===== src/rtl/fifo_wr_arbiter.sv =====
// fifo_wr_arbiter: round-robin arbiter that shares one fifo write port among
// NUM_REQ producers. Grants whole bursts of up to BURST_LEN beats (0 = until
// the requester idles) so each producer's data stays contiguous in the fifo.
// One IDLE cycle of arbitration precedes every burst.
// Optional build macro: FIFO_WR_ARB_ID_TAG_EN prepends grant_idx above the
// data on m_wr_data so a reader can demultiplex the source.
module fifo_wr_arbiter #(
    parameter  int NUM_REQ    = 4,
    parameter  int BYTE_WIDTH = 8,
    parameter  int BURST_LEN  = 16,
    parameter  int CNT_WIDTH  = 8,
    localparam int IDX_W      = $clog2(NUM_REQ),
    localparam int DATA_W     = BYTE_WIDTH * 8,
`ifdef FIFO_WR_ARB_ID_TAG_EN
    localparam int OUT_W      = DATA_W + IDX_W
`else
    localparam int OUT_W      = DATA_W
`endif
) (
    input  logic                        clk,
    input  logic                        rst,
    input  logic [NUM_REQ-1:0]          s_wr_en,
    input  logic [NUM_REQ*DATA_W-1:0]   s_wr_data,
    output logic [NUM_REQ-1:0]          s_wr_full,
    output logic                        m_wr_en,
    output logic [OUT_W-1:0]            m_wr_data,
    input  logic                        m_wr_full,
    output logic                        grant_valid,
    output logic [IDX_W-1:0]            grant_idx
);

    typedef enum logic {
        IDLE  = 1'b0,
        BURST = 1'b1
    } state_t;

    localparam bit                   LIMITED  = (BURST_LEN != 0);
    localparam logic [CNT_WIDTH-1:0] LAST_CNT = LIMITED ? CNT_WIDTH'(BURST_LEN - 1) : '0;
    localparam logic [IDX_W-1:0]     LAST_IDX = IDX_W'(NUM_REQ - 1);

    state_t               state, state_nxt;
    logic [IDX_W-1:0]     grant_idx_nxt;
    logic [IDX_W-1:0]     last_grant, last_grant_nxt;
    logic [CNT_WIDTH-1:0] beat_cnt, beat_cnt_nxt;

    logic [IDX_W-1:0]     cand;
    logic [IDX_W-1:0]     pick_idx;
    logic                 pick_found;
    logic [DATA_W-1:0]    sel_data;
    logic                 req_g;

    // Rotating priority search: first requester at or after last_grant+1.
    // Walking from the farthest candidate to the nearest lets the nearest win.
    always_comb begin
        // NOTE: every combinational output gets a default first so no path
        // leaves it unassigned, which would otherwise infer a latch.
        pick_found = 1'b0;
        pick_idx   = '0;
        cand       = '0;
        for (int k = NUM_REQ; k >= 1; k--) begin
            cand = IDX_W'((int'(last_grant) + k) % NUM_REQ);
            if (s_wr_en[cand]) begin
                pick_found = 1'b1;
                pick_idx   = cand;
            end
        end
    end

    // Mux the granted requester's data slice and request bit.
    always_comb begin
        sel_data = '0;
        for (int i = 0; i < NUM_REQ; i++) begin
            if (grant_idx == IDX_W'(i)) begin
                sel_data = s_wr_data[i*DATA_W +: DATA_W];
            end
        end
        req_g = s_wr_en[grant_idx];
    end

    // Fifo-side and requester-side handshakes; reset blocks any beat.
    always_comb begin
        s_wr_full   = '1;
        m_wr_en     = 1'b0;
        m_wr_data   = '0;
        grant_valid = (state == BURST);
        if (state == BURST) begin
`ifdef FIFO_WR_ARB_ID_TAG_EN
            m_wr_data = {grant_idx, sel_data};
`else
            m_wr_data = sel_data;
`endif
            if (!rst) begin
                m_wr_en              = req_g & ~m_wr_full;
                s_wr_full[grant_idx] = m_wr_full;
            end
        end
    end

    // Next-state logic: arbitrate in IDLE, count beats and release in BURST.
    always_comb begin
        state_nxt      = state;
        grant_idx_nxt  = grant_idx;
        last_grant_nxt = last_grant;
        beat_cnt_nxt   = beat_cnt;
        case (state)
            IDLE: begin
                if (pick_found) begin
                    grant_idx_nxt = pick_idx;
                    beat_cnt_nxt  = '0;
                    state_nxt     = BURST;
                end
            end
            BURST: begin
                if (!req_g) begin
                    // Requester went idle: release without transferring.
                    state_nxt      = IDLE;
                    last_grant_nxt = grant_idx;
                end else if (m_wr_en) begin
                    beat_cnt_nxt = beat_cnt + 1'b1;
                    if (LIMITED && (beat_cnt == LAST_CNT)) begin
                        state_nxt      = IDLE;
                        last_grant_nxt = grant_idx;
                    end
                end
            end
            default: state_nxt = IDLE;
        endcase
    end

    // State register with synchronous reset; priority restarts at requester 0.
    always_ff @(posedge clk) begin
        // NOTE: sequential state uses non-blocking assignments so every
        // register samples the pre-edge values, independent of block order.
        if (rst) begin
            state      <= IDLE;
            grant_idx  <= '0;
            last_grant <= LAST_IDX;
            beat_cnt   <= '0;
        end else begin
            state      <= state_nxt;
            grant_idx  <= grant_idx_nxt;
            last_grant <= last_grant_nxt;
            beat_cnt   <= beat_cnt_nxt;
        end
    end

endmodule

===== config.mk =====
export PLATFORM = sky130hd
export DESIGN_NAME = fifo_wr_arbiter
export DESIGN_NICKNAME = d
export VERILOG_FILES = /design/src/rtl/fifo_wr_arbiter.sv
export SDC_FILE = /design/constraint.sdc
export NUM_CORES = 1
export LEC_CHECK = 0
export CAP_MARGIN = 10
export CORE_AREA = 2 2 130 132
export DETAILED_ROUTE_END_ITERATION = 10
export DIE_AREA = 0 0 132 134
export MAX_ROUTING_LAYER = met4
export SETUP_SLACK_MARGIN = 0.5
export SLEW_MARGIN = 10
export SYNTH_ARGS = -nofsm -noshare
export SYNTH_HDL_FRONTEND = slang
export SYNTH_SLANG_ARGS = --single-unit

===== constraint.sdc =====
create_clock -name clk -period 2.6 [get_ports clk]
set_input_delay 0.78 -clock clk [delete_from_list [all_inputs] [get_ports clk]]
set_output_delay 0.78 -clock clk [all_outputs]
set_load 0.02 [all_outputs]

======== Word level (Yosys, flattened, before mapping) ========
Index checks and enable logic that the tools add are counted.
storage, ports and cells
  register bits after elaboration ......... 13
  logic and storage cells ................. 75
cells by class
  reduce and logical (&&, ||, !) cells .... 5
  add/subtract/negate cells ............... 5
  multiplexer cells ....................... 41
  magnitude comparators ................... 6
  eq/ne operators ......................... 9
  bitwise gates (word level) .............. 5
operators by type and width
  kind                                                               number
  two-way mux 64 bit                                                 5
  two-way mux 8 bit                                                  3
  two-way mux 1 bit                                                  16
  case mux 8 bit (2 select lines)                                    1
  less-than comparator 2 x 3 -> 1 bit, second input constant         5
  two-way mux 2 bit                                                  7
  binary-select mux 1 bit (select 2 bit)                             5
  adder 8 x 1 -> 8 bit, second input constant                        1
  equality test 8 x 4 -> 1 bit, second input constant                1
  two-way mux 4 bit                                                  2
  != test 2 bit, second input constant                               3
  AND reduction 3 bit                                                2
  adder 2 x 1 -> 2 bit, second input constant                        2
  adder 2 bit, second input constant                                 2
  equality test 2 bit, second input constant                         2
  != test 2 x 1 -> 1 bit, second input constant                      2
  NOT 4 bit                                                          1
  bitwise OR 4 bit                                                   1
  demux 1 bit (select 2 bit)                                         1
  equality test 2 x 1 -> 1 bit, second input constant                1
  greater-or-equal comparator 2 x 1 -> 1 bit, second input constant  1
  zero test 2 bit                                                    1
  NOT 1 bit                                                          2
  case mux 1 bit (2 select lines)                                    1
  other kinds (3)                                                    3

======== Logic depth before layout (Yosys ltp) ========
Gate-level depths: netlist of run 1.
  depth in word-level cells ............... 9
  depth in mapped cells ................... 5

======== Least setup slack after synthesis of run 1 ========
No wires, ideal clock.
  path kind ............................... input to output
  start ................................... input rst
  end ..................................... output s_wr_full[0]
  buffers on the path ..................... 1
  stages .................................. 3
  data required time ...................... 1.820 ns
  path slack .............................. 0.101 ns
  arrival ................................. 1.719 ns
  path through ............................ nor3b_1 > buf_2 > or3b_1
between the ends
  word-level cells in the longest chain between the ends .. 2
ends and longest elaborated chain
  item               line  text
  start, declared    21    input logic rst,
  two-way mux 4 bit  92    if (!rst) begin
  two-way mux 4 bit  86    if (state == BURST) begin
  end, declared      24    output logic [NUM_REQ-1:0] s_wr_full,
Every way passes these cells.

======== Worst setup path after layout of run 1 ========
  start ................................... input s_wr_data[8]
  end ..................................... output m_wr_data[8]
between the ends
  word-level cells in the longest chain between the ends .. 5
ends and longest elaborated chain
  item                             line  text
  start, declared                  23    input logic [NUM_REQ*DATA_W-1:0] s_wr_data,
  two-way mux 64 bit (4 in a row)  73    if (grant_idx == IDX_W'(i)) begin
  two-way mux 64 bit               86
  end, declared                    26    output logic [OUT_W-1:0] m_wr_data,
Every way passes these cells.

==> flow_summary.html, run 1 <==
<table>
<tr><th>Metric</th><th>Value</th></tr>
<tr><th colspan="2">Flow run</th></tr>
<tr><td>Maxcap violations</td><td>0</td></tr>
<tr><th colspan="2">Yosys</th></tr>
<tr><td>Seq/Total Area, Yosys</td><td>9.72%</td></tr>
<tr><td>Top cells by area, synth</td><td>sky130_fd_sc_hd__mux4_2 (55%), sky130_fd_sc_hd__and2_1 (15%), sky130_fd_sc_hd__dfxtp_1 (9.7%), sky130_fd_sc_hd__clkbuf_1 (2.0%), sky130_fd_sc_hd__buf_2 (1.7%)</td></tr>
<tr><td>Average cell area after synthesis</td><td>11.2 sq um</td></tr>
<tr><td>Number of nets produced by synthesis</td><td>503</td></tr>
<tr><td>Instance count of the mapped netlist</td><td>239</td></tr>
<tr><td>Flip-flop and latch count after synthesis</td><td>13</td></tr>
<tr><td>Synthesis Warnings</td><td>0</td></tr>
<tr><td>Area share of the largest cell type after synthesis</td><td>54.7%</td></tr>
<tr><td>Library cell occupying the most area in the post-synthesis netlist</td><td>sky130_fd_sc_hd__mux4_2</td></tr>
<tr><td>Number of different library cells in the post-synthesis netlist</td><td>33</td></tr>
<tr><td>Cell area after synthesis</td><td>0.00268 sq mm</td></tr>
<tr><th colspan="2">Floorplan</th></tr>
<tr><td>Area enclosed by the die boundary</td><td>0.0177 sq mm</td></tr>
<tr><td>Height of the die</td><td>134 microns</td></tr>
<tr><td>Number of primary I/O pins</td><td>335</td></tr>
<tr><td>Floorplan die width</td><td>132 microns</td></tr>
<tr><td>Number of placement rows</td><td>47</td></tr>
<tr><td>Core box area</td><td>0.0163 sq mm</td></tr>
<tr><td>Initial standard-cell utilization of the core</td><td>16.4%</td></tr>
<tr><th colspan="2">Drt</th></tr>
<tr><td>Per-cell routed wire length</td><td>21.4 microns</td></tr>
<tr><td>Routed wire length</td><td>17.5 mm</td></tr>
<tr><td>Ratio of routed vias to standard cells</td><td>4.42</td></tr>
<tr><td>Residual antenna-violating net count after detailed routing</td><td>0</td></tr>
<tr><td>Vias after detailed routing</td><td>3620</td></tr>
<tr><td>DRC Markers</td><td>0</td></tr>
<tr><td>Detailed Route Iter0 Violations</td><td>201</td></tr>
<tr><td>First-pass iteration count of the detailed router</td><td>4</td></tr>
<tr><th colspan="2">Final layout</th></tr>
<tr><td>Area growth from synthesis to final layout</td><td>156%</td></tr>
<tr><td>Filler-free cell count of the finished design</td><td>819</td></tr>
<tr><td>Cell area after layout</td><td>0.00685 sq mm</td></tr>
<tr><td>Fin nets</td><td>853</td></tr>
<tr><td>Fill cell total of the finished layout</td><td>1612</td></tr>
<tr><td>Register Area</td><td>269 sq um</td></tr>
<tr><td>Fraction of layout instances using a drive strength above 1</td><td>51.0%</td></tr>
<tr><td>Footprint of the multi-input gates</td><td>0.00248 sq mm</td></tr>
<tr><th colspan="2">STA</th></tr>
<tr><td>Maximum achievable frequency</td><td>0.391 GHz</td></tr>
<tr><td>Crit share post-route</td><td>98.3%</td></tr>
<tr><td>Setup TNS</td><td>0 ns</td></tr>
<tr><td>Setup repair after global routing missed its margin</td><td>yes</td></tr>
<tr><td>Minimum clock period</td><td>2.56 ns</td></tr>
<tr><td>Final setup violation count</td><td>0</td></tr>
<tr><td>Fin. max-slew vios</td><td>0</td></tr>
<tr><td>Number of hold violations in the final report</td><td>0</td></tr>
<tr><td>Post-route worst setup slack</td><td>0.0441 ns</td></tr>
<tr><td>Worst-Margin Slew</td><td>0.408 ns</td></tr>
<tr><td>Worst setup skew after layout</td><td>0.00280 ns</td></tr>
<tr><td>Headroom to the max-slew limit</td><td>72.1%</td></tr>
<tr><th colspan="2">Worst hold path</th></tr>
<tr><td>Tightest Hold Check Type</td><td>flop to flop</td></tr>
<tr><th colspan="2">Global routing</th></tr>
<tr><td>GRT overflow</td><td>0</td></tr>
<tr><td>Met3 Track Usage GR</td><td>7.48%</td></tr>
<tr><td>Routing usage on met1</td><td>23.7%</td></tr>
<tr><td>Wire length of the first global-routing pass</td><td>25.1 mm</td></tr>
<tr><td>Number of global-route vias before repair</td><td>3841</td></tr>
<tr><td>Initial antenna violation count</td><td>11</td></tr>
<tr><td>Global routing usage summed across all routing layers</td><td>19.5%</td></tr>
<tr><td>Maximum number of pins on one net before global-route repair</td><td>45</td></tr>
<tr><td>Met2 usage in global routing</td><td>31.7%</td></tr>
<tr><td>Layer carrying the most global-route usage</td><td>met2</td></tr>
<tr><th colspan="2">Clock network</th></tr>
<tr><td>Sinks on the clock net</td><td>13</td></tr>
<tr><td>Cts bufs inserted</td><td>3</td></tr>
<tr><td>Later-pin clock latency in the skew report</td><td>0.24 ns</td></tr>
<tr><td>Clock slew seen by the registers of the worst setup and hold paths</td><td>0.04 ns</td></tr>
<tr><td>TritonCTS clock tree</td><td>yes</td></tr>
<tr><td>Clock buffer depth</td><td>2</td></tr>
<tr><td>Master cell of the clock root buffer</td><td>sky130_fd_sc_hd__clkbuf_16</td></tr>
<tr><td>Number of buffers inserted for hold repair after clock tree synthesis</td><td>0</td></tr>
<tr><td>Max H-tree Level</td><td>1</td></tr>
<tr><th colspan="2">Placed design</th></tr>
<tr><td>Area after DPL</td><td>0.00660 sq mm</td></tr>
<tr><td>Count of input and output buffers</td><td>334</td></tr>
<tr><td>DP HPWL</td><td>14.5 mm</td></tr>
<tr><td>Post-Place Cells</td><td>785</td></tr>
<tr><td>Post-Place Worst Slack</td><td>-0.700 ns</td></tr>
<tr><td>Routability congestion estimate from global placement</td><td>0.873</td></tr>
<tr><th colspan="2">Critical path</th></tr>
<tr><td>Worst-path maximum fanout</td><td>1</td></tr>
<tr><td>Data required time at the worst endpoint</td><td>1.82 ns</td></tr>
<tr><td>Critical path class</td><td>input port to primary output</td></tr>
<tr><td>CP startpoint kind</td><td>input port</td></tr>
<tr><td>Cells along the critical path</td><td>clkdlybuf4s15_1, mux4_2, and2_4, buf_6</td></tr>
<tr><td>Critical path buffer and inverter count</td><td>2</td></tr>
<tr><td>Critical path capture point type</td><td>primary output</td></tr>
<tr><td>WP data arrival</td><td>1.78 ns</td></tr>
<tr><td>Slowest library cell on the worst path</td><td>sky130_fd_sc_hd__mux4_2</td></tr>
<tr><td>CP delay by family, top</td><td>multiplexers</td></tr>
<tr><td>Largest stage delay on the critical path</td><td>0.51 ns</td></tr>
<tr><th colspan="2">Pwr</th></tr>
<tr><td>Areal power density over the cells</td><td>316 mW/mm^2</td></tr>
<tr><td>Max rail drop VDD</td><td>0.000407 V</td></tr>
<tr><td>Static power due to leakage</td><td>2.94 nW</td></tr>
<tr><td>Post-layout total power</td><td>0.00216 W</td></tr>
<tr><th colspan="2">Outcome</th></tr>
<tr><td>Result of the run</td><td>finished clean</td></tr>
</table>
-- sequential cells by signal (all words and copies together) (netlist names) --
register and flops:
grant_valid 1, beat_cnt 8, last_grant 2, grant_idx 2
-- through the flow --
stage / hold WS [ns] / utilization, %
finish: 0.510 / 42.1
global route: 0.550 / 42.1
CTS: 0.512 / 41.3
global placement: 0.470 / 40.5
detailed placement: 0.506 / 40.5
floorplan: 0.458 / -
-- layout make-up --
cell class              count  share of cell area, %
diodes                     11                  0.402
flip-flops and latches     13                   3.93
clock buffers               4                   1.15
multi-input cells         197                   36.2
repair buffers            370                   54.1
well taps                 220                   4.02
inverters                   4                  0.219
-- cells by family (layout without fill, tap and decap cells) --
| logic type | count (synthesis) | count (layout) | share of synthesized area [%] |
|---|---|---|---|
| other | 0 | 11 | 0 |
| xor gates and xnor gates | 5 | 5 | 1.64 |
| AOI/OAI and AO/OA | 14 | 14 | 3.22 |
| buffers and inverters | 29 | 378 | 4.63 |
| muxes | 70 | 70 | 56.7 |
| adders and majority gates | 1 | 1 | 0.467 |
| and+or+nand+nor | 107 | 107 | 23.6 |
| DFF | 13 | 13 | 9.72 |
-- where the power goes --
group          total [W]  internal (W)  switching, W
registers       0.000228      0.000211     0.0000165
logic            0.00165       0.00103      0.000617
clock network   0.000288      0.000207     0.0000812
total            0.00216       0.00145      0.000715
-- final timing paths --
check	start	end	slack, ns	depth (start not counted)
setup / recovery	s_wr_data[8]	m_wr_data[8]	0.04	4
hold / removal	beat_cnt[7]$_SDFFE_PP0P_	beat_cnt[7]$_SDFFE_PP0P_	0.51	2
setup reg to reg	grant_idx[0]$_SDFFE_PP0P_	beat_cnt[7]$_SDFFE_PP0P_	0.64	8
hold reg to reg	beat_cnt[7]$_SDFFE_PP0P_	beat_cnt[7]$_SDFFE_PP0P_	0.51	2
-- cell usage in the layout (no fill, tap or decap), drive strengths merged, types with 3 or more instances in the layout --
master / n
nor2: 12
buf: 150
nand3: 4
nand2b: 4
dlymetal6s2s: 3
mux4: 65
dlygate4sd2: 68
xor2: 5
dfxtp: 13
o22ai: 3
clkdlybuf4s15: 143
diode: 11
a21oi: 5
inv: 4
mux2: 3
clkbuf: 10
nand2: 5
and3: 3
and2: 65
-- tightest hold or removal path, delay by kind of cell, from the launching register on --
family / cells / cell delay [ns]
flip-flops: 1 / 0.31
AO/OA/AOI/OAI: 2 / 0.14
-- Yosys cell counts --
| master | count |
|---|---|
| sky130_fd_sc_hd__a2111oi_0 | 1 |
| sky130_fd_sc_hd__a21oi_1 | 5 |
| sky130_fd_sc_hd__a31oi_1 | 2 |
| sky130_fd_sc_hd__and2_1 | 65 |
| sky130_fd_sc_hd__and3_1 | 3 |
| sky130_fd_sc_hd__and4_1 | 2 |
| sky130_fd_sc_hd__buf_1 | 1 |
| sky130_fd_sc_hd__buf_2 | 9 |
| sky130_fd_sc_hd__buf_4 | 1 |
| sky130_fd_sc_hd__clkbuf_1 | 14 |
| sky130_fd_sc_hd__dfxtp_1 | 13 |
| sky130_fd_sc_hd__ha_1 | 1 |
| sky130_fd_sc_hd__inv_1 | 4 |
| sky130_fd_sc_hd__mux2_1 | 1 |
| sky130_fd_sc_hd__mux2_2 | 2 |
| sky130_fd_sc_hd__mux2i_1 | 2 |
| sky130_fd_sc_hd__mux4_2 | 65 |
| sky130_fd_sc_hd__nand2_1 | 5 |
| sky130_fd_sc_hd__nand2b_1 | 4 |
| sky130_fd_sc_hd__nand3_1 | 4 |
| sky130_fd_sc_hd__nand3b_1 | 2 |
| sky130_fd_sc_hd__nand4_1 | 2 |
| sky130_fd_sc_hd__nor2_1 | 12 |
| sky130_fd_sc_hd__nor3_1 | 1 |
| sky130_fd_sc_hd__nor3b_1 | 1 |
| sky130_fd_sc_hd__nor4_1 | 2 |
| sky130_fd_sc_hd__o21ai_0 | 2 |
| sky130_fd_sc_hd__o221a_2 | 1 |
| sky130_fd_sc_hd__o22ai_1 | 3 |
| sky130_fd_sc_hd__or3_1 | 2 |
| sky130_fd_sc_hd__or3b_1 | 1 |
| sky130_fd_sc_hd__or4_1 | 1 |
| sky130_fd_sc_hd__xor2_1 | 5 |
-- metal layers --
| layer | vias to the layer above | part of all wire (%) |
|---|---|---|
| met5 | - | 0 |
| met3 | 12 | 9.2 |
| li1 | 1663 | - |
| met4 | 0 | 0.77 |
| met1 | 1767 | 41 |
| met2 | 178 | 49 |
-- what timing repair did --
item | 4_1_cts | 5_1_grt
pin swaps | 25 | 0
gates cloned | 4 | 1
setup buffers | 13 | 1
setup endpoints to repair | 80 | 72
resized for setup | 910 | 71
(Power assumes the default switching activity.)
==> run 2, diff against run 1 <==
- clock period: 2.6 -> 2.4 ns (I/O delays scaled with it)
==> run 2 against run 1 <==
  * Cell count down 0.85%
  * The flow now finishes with violations (setup timing)
  * Worst setup slack got worse by 0.088 ns
  * Power is 6.0% higher
  * Sequential power rose by 8%
  * Sequential share of layout area about the same
  * Routed wire length decreased by 14%
  * Highest routed layer unchanged
  * Sequential cell count stayed put
  * Non-clock buffer count grew 3
  * Cell area is 0.71% higher
  * Clock skew decreased by 0.00055 ns
  * Count of clock-buffer cells in the layout is the same
  * Global-route usage shrank 2.7 points
==> flow_summary.html, run 2 (synthesized netlist as in run 1, its figures left out) <==
<table>
<tr><th>Metric</th><th>Value</th></tr>
<tr><th colspan="2">Drt</th></tr>
<tr><td>Residual antenna-violating net count after detailed routing</td><td>0</td></tr>
<tr><td>Detailed Route Iter0 Violations</td><td>130</td></tr>
<tr><td>Vias after detailed routing</td><td>3620</td></tr>
<tr><td>First-pass iteration count of the detailed router</td><td>4</td></tr>
<tr><td>Per-cell routed wire length</td><td>18.6 microns</td></tr>
<tr><td>DRC Markers</td><td>0</td></tr>
<tr><td>Routed wire length</td><td>15.1 mm</td></tr>
<tr><td>Ratio of routed vias to standard cells</td><td>4.46</td></tr>
<tr><th colspan="2">Final layout</th></tr>
<tr><td>Fraction of layout instances using a drive strength above 1</td><td>44.2%</td></tr>
<tr><td>Number of flip-flops under the largest register name</td><td>8</td></tr>
<tr><td>Biggest regs</td><td>beat_cnt x8, grant_idx x2, last_grant x2</td></tr>
<tr><td>Commonest non-fill, non-tap cells in the layout</td><td>sky130_fd_sc_hd__clkdlybuf4s15_1 (143), sky130_fd_sc_hd__dlygate4sd2_1 (115), sky130_fd_sc_hd__buf_6 (75)</td></tr>
<tr><td>Area growth from synthesis to final layout</td><td>158%</td></tr>
<tr><td>Fin nets</td><td>856</td></tr>
<tr><td>Post-layout util</td><td>42.4%</td></tr>
<tr><td>Register ranked first by flip-flop count</td><td>beat_cnt</td></tr>
<tr><td>Fill cell total of the finished layout</td><td>1583</td></tr>
<tr><td>Cell area after layout</td><td>0.00690 sq mm</td></tr>
<tr><td>Most common cell after layout, fill and taps aside</td><td>sky130_fd_sc_hd__clkdlybuf4s15_1</td></tr>
<tr><th colspan="2">STA</th></tr>
<tr><td>Setup repair after global routing missed its margin</td><td>yes</td></tr>
<tr><td>Number of hold violations in the final report</td><td>0</td></tr>
<tr><td>Final setup violation count</td><td>23</td></tr>
<tr><td>Minimum clock period</td><td>2.44 ns</td></tr>
<tr><td>Maximum achievable frequency</td><td>0.409 GHz</td></tr>
<tr><td>Headroom to the max-slew limit</td><td>71.9%</td></tr>
<tr><td>Post-route worst setup slack</td><td>-0.0442 ns</td></tr>
<tr><td>Worst setup skew after layout</td><td>0.00225 ns</td></tr>
<tr><td>Crit share post-route</td><td>102%</td></tr>
<tr><td>Worst-Margin Slew</td><td>0.419 ns</td></tr>
<tr><td>Fin. max-slew vios</td><td>0</td></tr>
<tr><th colspan="2">Placed design</th></tr>
<tr><td>Routability congestion estimate from global placement</td><td>0.864</td></tr>
<tr><td>Area after DPL</td><td>0.00674 sq mm</td></tr>
<tr><td>Count of input and output buffers</td><td>334</td></tr>
<tr><td>DP HPWL</td><td>12.7 mm</td></tr>
<tr><th colspan="2">Critical path</th></tr>
<tr><td>Worst-path maximum fanout</td><td>1</td></tr>
<tr><td>Critical path capture point type</td><td>primary output</td></tr>
<tr><td>Critical path class</td><td>input port to primary output</td></tr>
<tr><td>CP startpoint kind</td><td>input port</td></tr>
<tr><td>Data required time at the worst endpoint</td><td>1.68 ns</td></tr>
<tr><td>WP data arrival</td><td>1.72 ns</td></tr>
<tr><th colspan="2">Floorplan</th></tr>
<tr><td>Initial standard-cell utilization of the core</td><td>16.4%</td></tr>
<tr><td>Area enclosed by the die boundary</td><td>0.0177 sq mm</td></tr>
<tr><td>Height of the die</td><td>134 microns</td></tr>
<tr><td>Core box area</td><td>0.0163 sq mm</td></tr>
<tr><td>Floorplan die width</td><td>132 microns</td></tr>
<tr><td>Number of primary I/O pins</td><td>335</td></tr>
<tr><td>Number of placement rows</td><td>47</td></tr>
<tr><th colspan="2">Pwr</th></tr>
<tr><td>Areal power density over the cells</td><td>333 mW/mm^2</td></tr>
<tr><td>Max rail drop VDD</td><td>0.000216 V</td></tr>
<tr><td>Static power due to leakage</td><td>2.93 nW</td></tr>
<tr><th colspan="2">Global routing</th></tr>
<tr><td>Maximum number of pins on one net before global-route repair</td><td>39</td></tr>
<tr><td>Initial antenna violation count</td><td>2</td></tr>
<tr><td>GRT overflow</td><td>0</td></tr>
<tr><td>Wire length of the first global-routing pass</td><td>23.0 mm</td></tr>
<tr><td>Number of global-route vias before repair</td><td>3985</td></tr>
<tr><td>Global routing usage summed across all routing layers</td><td>16.8%</td></tr>
<tr><th colspan="2">Clock network</th></tr>
<tr><td>Master cell of the clock root buffer</td><td>sky130_fd_sc_hd__clkbuf_16</td></tr>
<tr><td>Max H-tree Level</td><td>1</td></tr>
<tr><td>Clock slew seen by the registers of the worst setup and hold paths</td><td>0.04 ns</td></tr>
<tr><td>Later-pin clock latency in the skew report</td><td>0.24 ns</td></tr>
<tr><td>Sinks on the clock net</td><td>13</td></tr>
<tr><td>Clock buffer depth</td><td>2</td></tr>
<tr><td>Number of buffers inserted for hold repair after clock tree synthesis</td><td>0</td></tr>
<tr><td>TritonCTS clock tree</td><td>yes</td></tr>
<tr><td>Cts bufs inserted</td><td>3</td></tr>
<tr><th colspan="2">Worst hold path</th></tr>
<tr><td>Tightest Hold Check Type</td><td>flop to flop</td></tr>
<tr><th colspan="2">Outcome</th></tr>
<tr><td>Violated checks</td><td>setup timing</td></tr>
<tr><td>Result of the run</td><td>complete, but fails checks</td></tr>
<tr><th colspan="2">Flow run</th></tr>
<tr><td>Maxcap violations</td><td>0</td></tr>
</table>
## run 2: final timing paths
check	startpoint	end	slack, ns	cells after the start
worst min register to register	beat_cnt[7]$_SDFFE_PP0P_	beat_cnt[7]$_SDFFE_PP0P_	0.54	2
worst max register to register	grant_idx[0]$_SDFFE_PP0P_	beat_cnt[0]$_SDFFE_PP0P_	0.50	8
worst max-delay path	s_wr_data[4]	m_wr_data[4]	-0.04	4
worst min-delay path	beat_cnt[7]$_SDFFE_PP0P_	beat_cnt[7]$_SDFFE_PP0P_	0.54	2
## run 2: per-layer routing
metal	vias to the layer above	wire [microns]	global-route usage, %
met5	-	0	-
met4	0	255	2.54
met3	19	983	3.25
met2	189	8080	31.3
met1	1756	5760	19.0
li1	1656	-	-
## run 2: through the flow
step                      instances  setup TNS, ns  hold WS [ns]  power, W  worst slack (ns)
after global routing            812          -3.15         0.563   0.00243           -0.0910
final                           812         -0.392         0.542   0.00230           -0.0442
after global placement          800         -41.82         0.470   0.00201            -0.662
after floorplan                 239              0         0.458   0.00117             0.192
after detailed placement        800         -42.38         0.518   0.00202            -0.664
after CTS                       809         -0.622         0.519   0.00230           -0.0434
## run 2: critical path: stages
cell and delay, ns:
sky130_fd_sc_hd__dlygate4sd2_1 0.23, sky130_fd_sc_hd__mux4_2 0.47, sky130_fd_sc_hd__and2_4 0.18, sky130_fd_sc_hd__buf_6 0.12
## run 2: power breakdown
group / switching (W) / internal (W)
clock network: 0.0000888 / 0.000224
logic: 0.000641 / 0.00109
registers: 0.0000185 / 0.000229
total: 0.000749 / 0.00155
## run 2: what timing repair did
action / 4_1_cts / 5_1_grt
gates cloned: 0 / 2
endpoints found under the setup margin: 85 / 77
setup buffers: 5 / 0
pin swaps: 35 / 1
resized for setup: 847 / 9
## run 2: final cells by class
type | instances | area, sq um | share of cell area [%]
Timing Repair Buffer | 373 | 3770 | 54.6
Sequential cell | 13 | 269 | 3.90
Clock buffer | 4 | 78.8 | 1.14
Multi-Input combinational cell | 197 | 2490 | 36.1
Tap cell | 220 | 275 | 3.99
Inverter | 4 | 15.0 | 0.218
Antenna cell | 1 | 2.50 | 0.0363
